==> config.mk <==
export PLATFORM = sky130hd
export DESIGN_NAME = keypad_scanner
export DESIGN_NICKNAME = d
export VERILOG_FILES = /design/src/rtl/keypad_scanner.sv
export SDC_FILE = /design/constraint.sdc
export NUM_CORES = 1
export LEC_CHECK = 0
export ABC_AREA = 1
export CAP_MARGIN = 20
export CORE_ASPECT_RATIO = 2
export CORE_MARGIN = 3
export CORE_UTILIZATION = 25
export CTS_CLUSTER_SIZE = 12
export DETAILED_ROUTE_END_ITERATION = 12
export DONT_BUFFER_PORTS = 1
export SLEW_MARGIN = 5
export SYNTH_ARGS = -nofsm -noshare
export SYNTH_HDL_FRONTEND = slang
export SYNTH_SLANG_ARGS = --single-unit
==> constraint.sdc <==
create_clock -name i_clk -period 1.8 [get_ports i_clk]
set_input_delay 0.27 -clock i_clk [delete_from_list [all_inputs] [get_ports i_clk]]
set_output_delay 0.27 -clock i_clk [all_outputs]
set_load 0.005 [all_outputs]
==> src/rtl/keypad_scanner.sv <==
// -----------------------------------------------------------------------------
// keypad_scanner
//
// Scans a ROWS x COLS matrix keypad. One column is driven at a time. The row
// lines are sensed through a two-flop synchroniser. Presses and releases are
// debounced, and a held key can optionally produce typematic auto-repeat
// events. Key codes are delivered through a one-entry valid/ready holding
// register. All scan and debounce timing advances only on i_tick, which is a
// one-clock enable from an external divider.
//
// Ports
//   i_clk           system clock
//   i_rst_n         asynchronous, active-low reset
//   i_tick          scan/debounce enable, one clock wide
//   i_rows_in       raw row sense lines, active-high, asynchronous
//   i_repeat_en     enables auto-repeat events
//   i_key_ready     consumer accepts o_key_code this cycle
//   i_clr_overflow  clears the sticky overflow flag
//   o_col_drive     one-hot column drive
//   o_key_valid     o_key_code holds an unconsumed event
//   o_key_code      row*COLS + col of the event
//   o_key_repeat    the held event is an auto-repeat
//   o_key_down      a confirmed key is currently held
//   o_multi_key     one-clock pulse: more than one row seen in the scanned column
//   o_overflow      sticky: an event was dropped because the holder was full
// -----------------------------------------------------------------------------
module keypad_scanner #(
    parameter int ROWS           = 4,
    parameter int COLS           = 4,
    parameter int DEBOUNCE_TICKS = 4,
    parameter int REPEAT_DELAY   = 32,
    parameter int REPEAT_RATE    = 8,
    localparam int CW            = $clog2(ROWS * COLS)
) (
    input  logic            i_clk,
    input  logic            i_rst_n,
    input  logic            i_tick,
    input  logic [ROWS-1:0] i_rows_in,
    input  logic            i_repeat_en,
    input  logic            i_key_ready,
    input  logic            i_clr_overflow,
    output logic [COLS-1:0] o_col_drive,
    output logic            o_key_valid,
    output logic [CW-1:0]   o_key_code,
    output logic            o_key_repeat,
    output logic            o_key_down,
    output logic            o_multi_key,
    output logic            o_overflow
);

    localparam int RW      = $clog2(ROWS);
    localparam int CIW     = $clog2(COLS);
    localparam int DBW     = $clog2(DEBOUNCE_TICKS + 1);
    localparam int RPT_MAX = (REPEAT_DELAY > REPEAT_RATE) ? REPEAT_DELAY : REPEAT_RATE;
    localparam int RPW     = $clog2(RPT_MAX + 1);

    typedef enum logic [1:0] {
        ST_SCAN       = 2'd0,
        ST_DEBOUNCE   = 2'd1,
        ST_PRESSED    = 2'd2,
        ST_RELEASE_DB = 2'd3
    } state_t;

    // -------------------------------------------------------------------------
    // Registers
    // -------------------------------------------------------------------------
    logic [ROWS-1:0] r_sync1;
    logic [ROWS-1:0] r_rows_s;
    state_t          r_state;
    logic [CIW-1:0]  r_col_idx;
    logic [RW-1:0]   r_row_idx;
    logic [DBW-1:0]  r_db_cnt;
    logic [RPW-1:0]  r_rpt_cnt;
    logic            r_first_done;
    logic            r_key_down;
    logic            r_multi_key;
    logic            r_key_valid;
    logic [CW-1:0]   r_key_code;
    logic            r_key_repeat;
    logic            r_overflow;

    // -------------------------------------------------------------------------
    // Combinational helpers
    // -------------------------------------------------------------------------
    logic            w_rows_none;
    logic            w_rows_one;
    logic            w_rows_multi;
    logic [RW-1:0]   w_row_enc;
    logic [ROWS-1:0] w_cap_onehot;
    logic            w_row_match;
    logic            w_row_bit;
    logic [CIW-1:0]  w_col_next;
    logic            w_db_last;
    logic [31:0]     w_rpt_limit;
    logic            w_rpt_last;
    logic            w_press_evt;
    logic            w_rpt_evt;
    logic            w_event;
    logic [CW-1:0]   w_event_code;

    // A vector with exactly one bit set becomes zero once its lowest set bit
    // is cleared, so "one row" and "many rows" need no popcount.
    assign w_rows_none  = (r_rows_s == '0);
    assign w_rows_one   = !w_rows_none && ((r_rows_s & (r_rows_s - ROWS'(1))) == '0);
    assign w_rows_multi = !w_rows_none && !w_rows_one;

    // Row encoder; only consulted when exactly one row is active.
    always_comb begin
        w_row_enc = '0;
        for (int i = 0; i < ROWS; i++) begin
            if (r_rows_s[i]) begin
                w_row_enc = RW'(i);
            end
        end
    end

    genvar gi;
    generate
        for (gi = 0; gi < ROWS; gi++) begin : g_cap_onehot
            assign w_cap_onehot[gi] = (r_row_idx == RW'(gi));
        end
        for (gi = 0; gi < COLS; gi++) begin : g_col_drive
            assign o_col_drive[gi] = (r_col_idx == CIW'(gi));
        end
    endgenerate

    // Debounce of a press needs the whole row vector to match the captured
    // key; the held/released test only looks at the captured row line.
    assign w_row_match = (r_rows_s == w_cap_onehot);
    assign w_row_bit   = |(r_rows_s & w_cap_onehot);

    assign w_col_next  = (r_col_idx == CIW'(COLS - 1)) ? '0 : (r_col_idx + CIW'(1));

    assign w_db_last   = ((32'(r_db_cnt) + 32'd1) == 32'(DEBOUNCE_TICKS));
    assign w_rpt_limit = r_first_done ? 32'(REPEAT_RATE) : 32'(REPEAT_DELAY);
    assign w_rpt_last  = ((32'(r_rpt_cnt) + 32'd1) == w_rpt_limit);

    assign w_press_evt = i_tick && (r_state == ST_DEBOUNCE) && w_row_match && w_db_last;
    assign w_rpt_evt   = i_tick && (r_state == ST_PRESSED) && w_row_bit &&
                         i_repeat_en && w_rpt_last;
    assign w_event     = w_press_evt || w_rpt_evt;

    // Largest code is ROWS*COLS-1, which always fits in CW bits.
    assign w_event_code = CW'(r_row_idx) * CW'(COLS) + CW'(r_col_idx);

    // -------------------------------------------------------------------------
    // Row synchroniser (runs every clock, independent of i_tick)
    // -------------------------------------------------------------------------
    always_ff @(posedge i_clk or negedge i_rst_n) begin
        if (!i_rst_n) begin
            r_sync1  <= '0;
            r_rows_s <= '0;
        end else begin
            r_sync1  <= i_rows_in;
            r_rows_s <= r_sync1;
        end
    end

    // -------------------------------------------------------------------------
    // Scan / debounce / repeat FSM
    // -------------------------------------------------------------------------
    always_ff @(posedge i_clk or negedge i_rst_n) begin
        if (!i_rst_n) begin
            r_state      <= ST_SCAN;
            r_col_idx    <= '0;
            r_row_idx    <= '0;
            r_db_cnt     <= '0;
            r_rpt_cnt    <= '0;
            r_first_done <= 1'b0;
            r_key_down   <= 1'b0;
            r_multi_key  <= 1'b0;
        end else begin
            r_multi_key <= 1'b0;
            if (i_tick) begin
                case (r_state)
                    ST_SCAN: begin
                        if (w_rows_one) begin
                            // Column stays frozen while the key is examined.
                            r_row_idx <= w_row_enc;
                            r_db_cnt  <= '0;
                            r_state   <= ST_DEBOUNCE;
                        end else begin
                            r_col_idx <= w_col_next;
                            if (w_rows_multi) begin
                                r_multi_key <= 1'b1;
                            end
                        end
                    end

                    ST_DEBOUNCE: begin
                        if (w_row_match) begin
                            if (w_db_last) begin
                                r_state      <= ST_PRESSED;
                                r_key_down   <= 1'b1;
                                r_rpt_cnt    <= '0;
                                r_first_done <= 1'b0;
                            end else begin
                                r_db_cnt <= r_db_cnt + DBW'(1);
                            end
                        end else begin
                            r_state   <= ST_SCAN;
                            r_col_idx <= w_col_next;
                        end
                    end

                    ST_PRESSED: begin
                        if (!w_row_bit) begin
                            r_state  <= ST_RELEASE_DB;
                            r_db_cnt <= '0;
                        end else if (i_repeat_en) begin
                            if (w_rpt_last) begin
                                r_rpt_cnt    <= '0;
                                r_first_done <= 1'b1;
                            end else begin
                                r_rpt_cnt <= r_rpt_cnt + RPW'(1);
                            end
                        end else begin
                            r_rpt_cnt    <= '0;
                            r_first_done <= 1'b0;
                        end
                    end

                    ST_RELEASE_DB: begin
                        if (!w_row_bit) begin
                            if (w_db_last) begin
                                r_state    <= ST_SCAN;
                                r_key_down <= 1'b0;
                                r_col_idx  <= w_col_next;
                            end else begin
                                r_db_cnt <= r_db_cnt + DBW'(1);
                            end
                        end else begin
                            // Bounce during release: resume holding with the
                            // repeat schedule intact.
                            r_state <= ST_PRESSED;
                        end
                    end

                    default: begin
                        r_state    <= ST_SCAN;
                        r_key_down <= 1'b0;
                    end
                endcase
            end
        end
    end

    // -------------------------------------------------------------------------
    // One-entry holding register with valid/ready handshake
    // -------------------------------------------------------------------------
    always_ff @(posedge i_clk or negedge i_rst_n) begin
        if (!i_rst_n) begin
            r_key_valid  <= 1'b0;
            r_key_code   <= '0;
            r_key_repeat <= 1'b0;
            r_overflow   <= 1'b0;
        end else begin
            if (w_event) begin
                // A consume in the same cycle frees the slot for the new event.
                if (!r_key_valid || i_key_ready) begin
                    r_key_valid  <= 1'b1;
                    r_key_code   <= w_event_code;
                    r_key_repeat <= w_rpt_evt;
                end
            end else if (r_key_valid && i_key_ready) begin
                r_key_valid <= 1'b0;
            end

            // Later assignment wins: a drop in the clearing cycle keeps the flag.
            if (i_clr_overflow) begin
                r_overflow <= 1'b0;
            end
            if (w_event && r_key_valid && !i_key_ready) begin
                r_overflow <= 1'b1;
            end
        end
    end

    assign o_key_valid  = r_key_valid;
    assign o_key_code   = r_key_code;
    assign o_key_repeat = r_key_repeat;
    assign o_key_down   = r_key_down;
    assign o_multi_key  = r_multi_key;
    assign o_overflow   = r_overflow;

endmodule

Word level (Yosys, flattened, before mapping)
Index checks and enable logic that the tools add are counted.
{"block": "totals", "register_bits": 33, "in_bits": 10}
{"block": "op_classes", "addsub": 7, "eq_ne": 25, "muxes": 48, "n_bitwise": 2, "reduce_logical": 38}
{"operator": "$mux 6", "count": 6}
{"operator": "$mux 2", "count": 13}
{"operator": "$mux 1", "count": 18}
{"operator": "$ne 2x2->1 const B", "count": 9}
{"operator": "$reduce_and 6->1", "count": 3}
{"operator": "$mux 3", "count": 5}
{"operator": "$reduce_and 5->1", "count": 3}
{"operator": "$eq 2x2->1 const B", "count": 6}
{"operator": "$logic_and 1x1->1", "count": 12}
{"operator": "$pmux 3 s4", "count": 1}
{"operator": "$pmux 6 s2", "count": 1}
{"operator": "$ne 3x3->1 const B", "count": 3}
{"operator": "$and 4x4->4", "count": 2}
{"operator": "$logic_not 4->1", "count": 2}
{"operator": "$pmux 2 s4", "count": 1}
{"operator": "$reduce_bool 2->1", "count": 4}
{"operator": "$add 6x1->7 const B", "count": 1}
{"operator": "$eq 7x6->1", "count": 1}
{"operator": "$add 6x1->6 const B", "count": 1}
{"operator": "$eq 2x1->1 const B", "count": 3}
{"operator": "$logic_not 2->1", "count": 3}
{"operator": "$pmux 2 s3", "count": 1}
{"operator": "$add 3x1->4 const B", "count": 1}
{"operator": "$add 4x2->4", "count": 1}
{"operator": "other kinds (13)", "count": 19}

Logic depth before layout (Yosys ltp)
Gate-level depths: netlist (run 1).
{"block": "depth", "depth_word": 10, "ltp_mapped": 12, "mapped_depth_nobuf": 12}

Least setup slack after synthesis (run 1)
OpenSTA, ideal clock, no wires.
{"block": "synth_path", "path_type": "register -> register", "startpoint": "reg r_row_idx[0]", "endpoint": "reg r_rpt_cnt[5]", "arrival_time_ns": 1.590, "setup_slack_ns": 0.128, "stages_incl_launch_ff": 12, "path_buffers": 1, "synth_period_minus_slack_ns": 1.672, "cell_sequence": "dfrtp_1 inv_1 nor2_1 ha_1 nor2_1 nand2_1 nor2_4 nand3_4 nand2_1 buf_4 nand3_1 o22ai_1"}
{"block": "synth_between", "elab_chain_cells": 5}
{"element": "from (decl)", "line_no": "71", "rtl": "logic [RW-1:0] r_row_idx;"}
{"element": "from (signal assigned)", "line_no": "179", "rtl": "r_row_idx <= w_row_enc;"}
{"element": "$eq 2x1->1, or another cell as far along", "line_no": "120", "rtl": "assign w_cap_onehot[gi] = (r_row_idx == RW'(gi));"}
{"element": "$and 4x4->4", "line_no": "130", "rtl": "assign w_row_bit = |(r_rows_s & w_cap_onehot);"}
{"element": "$reduce_or 4->1", "line_no": "130"}
{"element": "$ne 2x2->1 (no line)"}
{"element": "$reduce_and 5->1 (no line) *"}
{"element": "to (signal assigned)", "line_no": "215", "rtl": "r_rpt_cnt <= r_rpt_cnt + RPW'(1);"}
{"element": "to (decl)", "line_no": "73", "rtl": "logic [RPW-1:0] r_rpt_cnt;"}
Mark *: on every way between the ends. The rest lies on a longest branch, timed or not.
A chain may end at the register's enable or synchronous reset.

Final worst setup path (run 1)
{"block": "layout_path", "startpoint": "reg r_row_idx[1]", "endpoint": "reg r_db_cnt[1]"}
{"block": "layout_between", "elab_chain_cells": 5}
{"element": "$eq 2x1->1, or another cell as far along", "line_no": "120"}
{"element": "$and 4x4->4", "line_no": "130"}
{"element": "$reduce_or 4->1", "line_no": "130"}
{"element": "$ne 2x2->1 (no line)"}
{"element": "$reduce_and 5->1 (no line) *"}
{"element": "to (signal assigned)", "line_no": "198", "rtl": "r_db_cnt <= r_db_cnt + DBW'(1);"}
{"element": "to (signal assigned)", "line_no": "230", "rtl": "r_db_cnt <= r_db_cnt + DBW'(1);"}
{"element": "to (decl)", "line_no": "72", "rtl": "logic [DBW-1:0] r_db_cnt;"}
Marks and branches as above.

==> impl_metrics.csv, run 1 <==
group,metric,value,unit
final_layout,regArea,828,um^2
run_status,violations,"setup timing",
final_layout,final_nets,262,
grt,grt-ovfl-total,0,
clocking,htreeDepth,2,
final_layout,multiInputGateArea,978,um^2
routing,drcViolationCount,0,
routing,wire_per_inst,13.0,um
sta,slew_headroom,0.638,
floorplanning,chipWidth,65.9,um
synth,ys_seq_area_frac,0.460,
power,design_power_total,3.41,mW
synth,syn_avg_cell_area,8.20,um^2
clocking,cts.sinks,33,
sta,min_period,1810,ps
final_layout,final_cells,333,
sta,worstMarginPinSlew,540,ps
min_path,min_path_type,"in -> reg",
power,p_per_area,1440,nW/um^2
worst_setup_path,r2r_slack,-10,ps
floorplanning,initial_utilization,0.259,
floorplanning,io_pins,23,
clocking,numCtsBuffers,5,
worst_setup_path,critical_path.cell_chain,"nor2_1, ha_1, nor2_4, buf_4, a21oi_4, nor3b_4, buf_4, nand4_1, nand2_1",
sta,fin_crit_sh,1.01,
floorplanning,die_area,8300,um^2
grt,grt_pass1_vias,1547,
final_layout,antenna_cells,0,
grt,grt_pass1_wl,6.84,mm
final_layout,final_cell_mix,"nand2_1 (51), dfrtp_1 (31), inv_1 (29)",
final_layout,area_delta_synth_final,31.9,%
worst_setup_path,r2r_cells,9,
sta,hold_viol_final,0,
worst_setup_path,cpMaxStageDelayCell,"dfrtp_2",
clocking,clk_latency,280,ps
routing,firstDrtPassIters,4,
final_layout,fin_area,2370,um^2
worst_setup_path,cp_max_fo,5,
placement,dp.cells,315,
worst_setup_path,cp-end-kind,"flop",
floorplanning,chipHeight,126,um
clocking,cts_tree,"done",
run_status,outcome,"finished with violations",
routing,vias_per_cell,4.53,
floorplanning,core,6940,um^2
sta,finalWorstSetupSlack,-12.7,ps
routing,vias,1508,
worst_setup_path,critPathArrivalTime,2030,ps
synth,synth_area,1800,um^2
worst_setup_path,r2r_end,"r_db_cnt[1]",
worst_setup_path,r2r-start,"r_row_idx[1]",
synth,netlist_instances,219,
placement,place_ws,-60.8,ps
grt,antenna_found_initial,0,
clocking,cts-root-buf,"clkbuf_16",
routing,drt-total-wl,4.34,mm
worst_setup_path,crit_end,"r_db_cnt[1]",
worst_setup_path,worstPathRequired,2020,ps
synth,yosysWarnings,0,
synth,synth_seq_cells,33,
worst_setup_path,cp-start-kind,"flop",
sta,slew_violations,0,
floorplanning,fp-row-count,43,
worst_setup_path,crit_start,"r_row_idx[1]",
placement,hpwlAfterDp,2.99,mm
clocking,clk_path_buf_depth,2,
placement,io_buffers,0,
placement,gp_congestion,0.843,
routing,ant_nets,0,
final_layout,nFillCells,698,
grt,grt.total_usage,0.108,
clocking,clkTransAtPathRegs,60,ps
synth,synth_cell_types,25,
sta,final.setup.tns,-15.4,ps
worst_setup_path,critPathMaxStageDelay,460,ps
sta,setup_viol,2,
grt,grt_max_degree,34,
run,cap_violations,0,
final_layout,final_common_cell,"nand2_1",
final_layout,drive_gt1_frac,0.272,
routing,drt_iter0_markers,95,
sta,max_freq,552,MHz
power,p_leak,1.13,nW
synth,synth_fp_nets,239,
worst_setup_path,cpMostUsedCell,"buf_4",
placement,postPlaceCellArea,1950,um^2
sta,finClkSkew,3.92,ps
worst_setup_path,crit_type,"reg -> reg",
sta,rsz0062_at_grt,"yes",
power,ir_drop,0.000395,V
## worst max-delay path, delay by kind of cell (launching register included)
kind | cells | cell delay (ps)
buffers and inverters | 2 | 280
flip-flops | 1 | 460
AO/OA/AOI/OAI | 1 | 70
AND/OR/NAND/NOR | 5 | 680
adder cells (fa/ha/maj) | 1 | 270
## worst min-delay path by stage
stage / start / endpoint / slack [ps] / depth (start not counted)
floorplan: i_rst_n / o_key_code[0] / -30 / 0
global placement: i_rst_n / o_overflow / -20 / 0
detailed placement: i_rst_n / o_overflow / -20 / 0
CTS: i_rows_in[2] / r_sync1[2] / 10 / 0
global route: i_rows_in[1] / r_sync1[1] / 5 / 0
finish: i_rows_in[3] / r_sync1[3] / 20 / 0
## metrics by stage
step / utilization / hold slack, ps
floorplan: - / -25.6
global placement: 0.281 / -24.8
detailed placement: 0.281 / -24.7
CTS: 0.315 / 11.6
global route: 0.341 / 4.75
finish: 0.341 / 16.6
## kinds of logic after synthesis
logic type | synth area share
flops | 0.460
fa+ha+maj | 0.0697
compound gates | 0.0725
simple gates | 0.316
buf+inv | 0.0773
xor+xnor | 0.00488
## routing by layer
metal | global-route usage | up-vias | part of all wire
met2 | 0.202 | 33 | 0.59
li1 | - | 748 | -
met1 | 0.0998 | 718 | 0.32
met3 | 0.0312 | 9 | 0.052
met5 | 0 | - | 0
met4 | 0.0599 | 0 | 0.032
## Yosys cell counts
library cell | count | area share
dfrtp_1 | 33 | 0.46
o21ai_0 | 12 | 0.033
nand3_4 | 1 | 0.0098
nor3_1 | 1 | 0.0028
nand3_2 | 4 | 0.022
nand2_2 | 3 | 0.010
xor2_1 | 1 | 0.0049
nor3b_2 | 1 | 0.0070
buf_4 | 2 | 0.0084
nor2_1 | 21 | 0.044
nor4_1 | 1 | 0.0035
inv_1 | 31 | 0.065
clkinv_1 | 1 | 0.0021
o22ai_1 | 3 | 0.010
nand2_4 | 2 | 0.013
inv_2 | 1 | 0.0021
nor2_4 | 2 | 0.013
nand4_1 | 4 | 0.014
ha_1 | 10 | 0.070
nand3_1 | 21 | 0.059
or2_2 | 1 | 0.0035
nand2_1 | 55 | 0.11
a21oi_4 | 1 | 0.0091
o21ai_1 | 2 | 0.0056
a21oi_1 | 5 | 0.014
## report_power, final
| group | switching, mW | internal, mW |
|---|---|---|
| combinational | 0.733 | 0.567 |
| clock | 0.332 | 0.654 |
| sequential | 0.209 | 0.910 |
## area by class of cell
type | instances | area share
timing repair buffer | 18 | 0.0650
tap | 90 | 0.0475
multi-input combinational | 151 | 0.413
clock buffer | 5 | 0.0528
clock inverter | 3 | 0.0195
sequential | 33 | 0.350
inverter | 33 | 0.0523
## state kept, by name, indices dropped and copies added, names as in the netlist
| register | cells |
|---|---|
| o_key_code | 4 |
| o_key_down | 1 |
| o_key_repeat | 1 |
| o_key_valid | 1 |
| o_multi_key | 1 |
| o_overflow | 1 |
| r_col_idx | 2 |
| r_db_cnt | 3 |
| r_first_done | 1 |
| r_row_idx | 2 |
| r_rows_s | 4 |
| r_rpt_cnt | 6 |
| r_state | 2 |
| r_sync1 | 4 |
## repair_timing
action,in CTS,in global routing
setup endpoints to repair,7,22
resized for setup,4,33
hold buffers,2,0
gates cloned,0,0
pin swaps,9,15
setup buffers,2,6
endpoints found under the hold margin,33,0
Power figures use the tool's default switching activity.
==> run 2: changes to the inputs <==
- ABC_AREA: 1 -> not set
- CORE_UTILIZATION: 25 -> 55
- PLACE_DENSITY: not set -> 0.7
==> run 2 against run 1 <==
- the flow still finishes with violations (setup timing)
- first-iteration DRC count shrank 33%
- sequential power shrank 13%
- highest routed layer unchanged
- critical endpoint is now o_key_code[3]
- sequential cell count is the same
- count of clock-buffer cells in the layout grew 1
- final area grew 7.3%
==> impl_metrics.csv, run 2 <==
group,metric,value,unit
routing,vias,1630,
routing,vias_per_cell,6.44,
grt,grt_pass1_vias,1663,
floorplanning,initial_utilization,0.590,
placement,hpwlAfterDp,3.14,mm
clocking,cts_tree,"done",
worst_setup_path,crit_type,"reg -> reg",
run,cap_violations,0,
worst_setup_path,cp-start-kind,"flop",
clocking,clk_latency,300,ps
final_layout,drive_gt1_frac,0.439,
sta,slew_violations,0,
worst_setup_path,r2r_slack,-650,ps
clocking,numCtsBuffers,5,
worst_setup_path,critical_path.cell_chain,"nor2b_4, ha_4, nor4_4, a22oi_2, a2111o_1, a21oi_4, mux2_4",
synth,synth_area,1780,um^2
worst_setup_path,r2r_cells,7,
placement,io_buffers,0,
floorplanning,fp-row-count,28,
worst_setup_path,r2r_end,"o_key_code[3]",
floorplanning,chipHeight,86.4,um
placement,gp_congestion,0.839,
synth,syn_avg_cell_area,10.3,um^2
worst_setup_path,worstPathRequired,1980,ps
sta,min_period,2450,ps
synth,yosys_most_used_dff,"dfrtp_1",
final_layout,regArea,828,um^2
final_layout,multiInputGateArea,1140,um^2
sta,slew_headroom,0.697,
final_layout,final_common_cell,"buf_4",
clocking,cts.sinks,33,
power,ir_drop,0.00106,V
final_layout,nFillCells,158,
sta,fin_crit_sh,1.36,
synth,synth_seq_cells,33,
clocking,clk_path_buf_depth,2,
sta,max_freq,409,MHz
synth,yosys.area.top_type,"dfrtp_1",
routing,drt-total-wl,5.67,mm
floorplanning,chipWidth,46.2,um
synth,synth_top_area_frac,0.464,
sta,rsz0062_at_grt,"yes",
floorplanning,core,3010,um^2
final_layout,antenna_cells,0,
sta,setup_viol,22,
final_layout,area_delta_synth_final,42.9,%
clocking,clkTransAtPathRegs,80,ps
sta,hold_viol_final,0,
min_path,min-delay-start,"i_clr_overflow",
clocking,htreeDepth,2,
worst_setup_path,cpMaxStageDelayCell,"dfrtp_2",
grt,antenna_found_initial,0,
worst_setup_path,cp_max_fo,6,
run_status,outcome,"finished with violations",
routing,ant_nets,0,
routing,firstDrtPassIters,5,
placement,place_ws,-519,ps
final_layout,finish.utilization,0.843,
routing,drcViolationCount,0,
routing,wire_per_inst,22.4,um
final_layout,final_cell_mix,"buf_4 (40), dfrtp_1 (31), nand2_1 (9)",
worst_setup_path,cp-end-kind,"flop",
clocking,cts-root-buf,"clkbuf_8",
worst_setup_path,cp_top_family,"compound AO/OA/AOI/OAI gates",
synth,synth_fp_nets,192,
worst_setup_path,critPathMaxStageDelay,430,ps
final_layout,top_register,"r_rpt_cnt",
worst_setup_path,critPathArrivalTime,2630,ps
grt,grt_max_degree,34,
final_layout,largest_reg_flops,6,
min_path,min_path_cells,1,
synth,synth_cell_types,46,
min_path,min_path_type,"in -> reg",
final_layout,final_nets,242,
power,p_per_area,1020,nW/um^2
routing,drt_iter0_markers,64,
synth,netlist_instances,172,
power,p_leak,1.16,nW
synth,synth.most_common_cell,"dfrtp_1",
min_path,holdPathEnd,"o_overflow",
synth,ys_seq_area_frac,0.464,
floorplanning,io_pins,23,
floorplanning,die_area,3990,um^2
synth,synth_edf_count,0,
sta,finClkSkew,12.6,ps
worst_setup_path,r2r-start,"r_row_idx[1]",
grt,grt-ovfl-total,0,
worst_setup_path,critPathBufInv,0,
run_status,violations,"setup timing",
grt,grt.total_usage,0.271,
sta,worstMarginPinSlew,449,ps
synth,synth-async-reset-ratio,1.00,
synth,yosysWarnings,0,
synth,synth_common_cells,"dfrtp_1 (33), nand2_1 (12), ha_1 (10), o21ai_0 (10), nor2_1 (8)",
grt,grt_pass1_wl,7.63,mm
synth,synth_area_leaders,"dfrtp_1 (46%), ha_1 (7.0%), o21ai_0 (2.8%), mux2_1 (2.5%), nand2_1 (2.5%)",
sta,finalWorstSetupSlack,-647,ps
[run 2: cell count changes after synthesis, moves of 13 or more]
cell,change
nand2_1,-43
inv_1,-24
nand3_1,-14
nor2_1,-13
[run 2: cells by family after synthesis]
| kind of cell | share of synthesized area |
|---|---|
| AND/OR/NAND/NOR | 0.202 |
| AO/OA/AOI/OAI | 0.148 |
| flip-flops | 0.464 |
| buffers and inverters | 0.0380 |
| multiplexers | 0.0669 |
| adder cells (fa/ha/maj) | 0.0760 |
| XOR/XNOR | 0.00493 |
[run 2: how the worst max path moves through the flow]
stage | startpoint | endpoint | slack (ps) | cells past startpoint
floorplan | r_row_idx[0] | o_key_code[0] | -460 | 7
finish | r_row_idx[1] | o_key_code[3] | -650 | 7
global placement | r_row_idx[1] | o_key_code[2] | -430 | 7
detailed placement | r_row_idx[1] | o_key_code[2] | -520 | 7
global route | r_row_idx[1] | o_key_code[0] | -720 | 8
CTS | r_row_idx[1] | o_key_code[2] | -490 | 7
[run 2: what timing repair did]
action | CTS | global route
buffers inserted | 7 | 5
hold buffers | 2 | 4
gates resized for setup | 33 | 19
pin swaps | 13 | 8
hold endpoints to repair | 33 | 4
setup endpoints to repair | 23 | 24
[run 2: through the flow]
stage	hold WS, ps	instance area, um^2	std cells	power [mW]	TNS (ps)
detailed placement	-24.8	2110	230	1.68	-7070
global route	66.9	2540	253	2.69	-11500
CTS	10.6	2400	245	2.39	-6580
floorplan	-25.6	1850	172	1.44	-3890
global placement	-24.8	2110	230	1.63	-5830
finish	70.4	2540	253	2.58	-9800
[run 2: worst reg2reg max path, delay by kind of cell (launching register included)]
family | cells | cell delay [ps]
mux | 1 | 350
simple gates | 2 | 500
compound gates | 3 | 830
flops | 1 | 430
fa+ha+maj | 1 | 210
[run 2: per-layer routing]
metal,vias up,track usage,share of wire
met3,35,0.0665,0.044
met1,798,0.242,0.31
met5,-,0,0
li1,721,-,-
met2,76,0.495,0.56
met4,0,0.168,0.079
[run 2: area by class of cell]
| cell class | count | area share |
|---|---|---|
| clock buffers | 6 | 0.0286 |
| flip-flops and latches | 33 | 0.326 |
| multi-input cells | 124 | 0.449 |
| repair buffers | 51 | 0.168 |
| well taps | 30 | 0.0148 |
| inverters | 7 | 0.0103 |
| clock inverters | 2 | 0.00394 |
[run 2: where the power goes]
part	switching, mW	leakage [nW]	internal (mW)
clock	0.293	0.0450	0.268
sequential	0.126	0.425	0.852
combinational	0.525	0.692	0.520
total	0.944	1.16	1.64
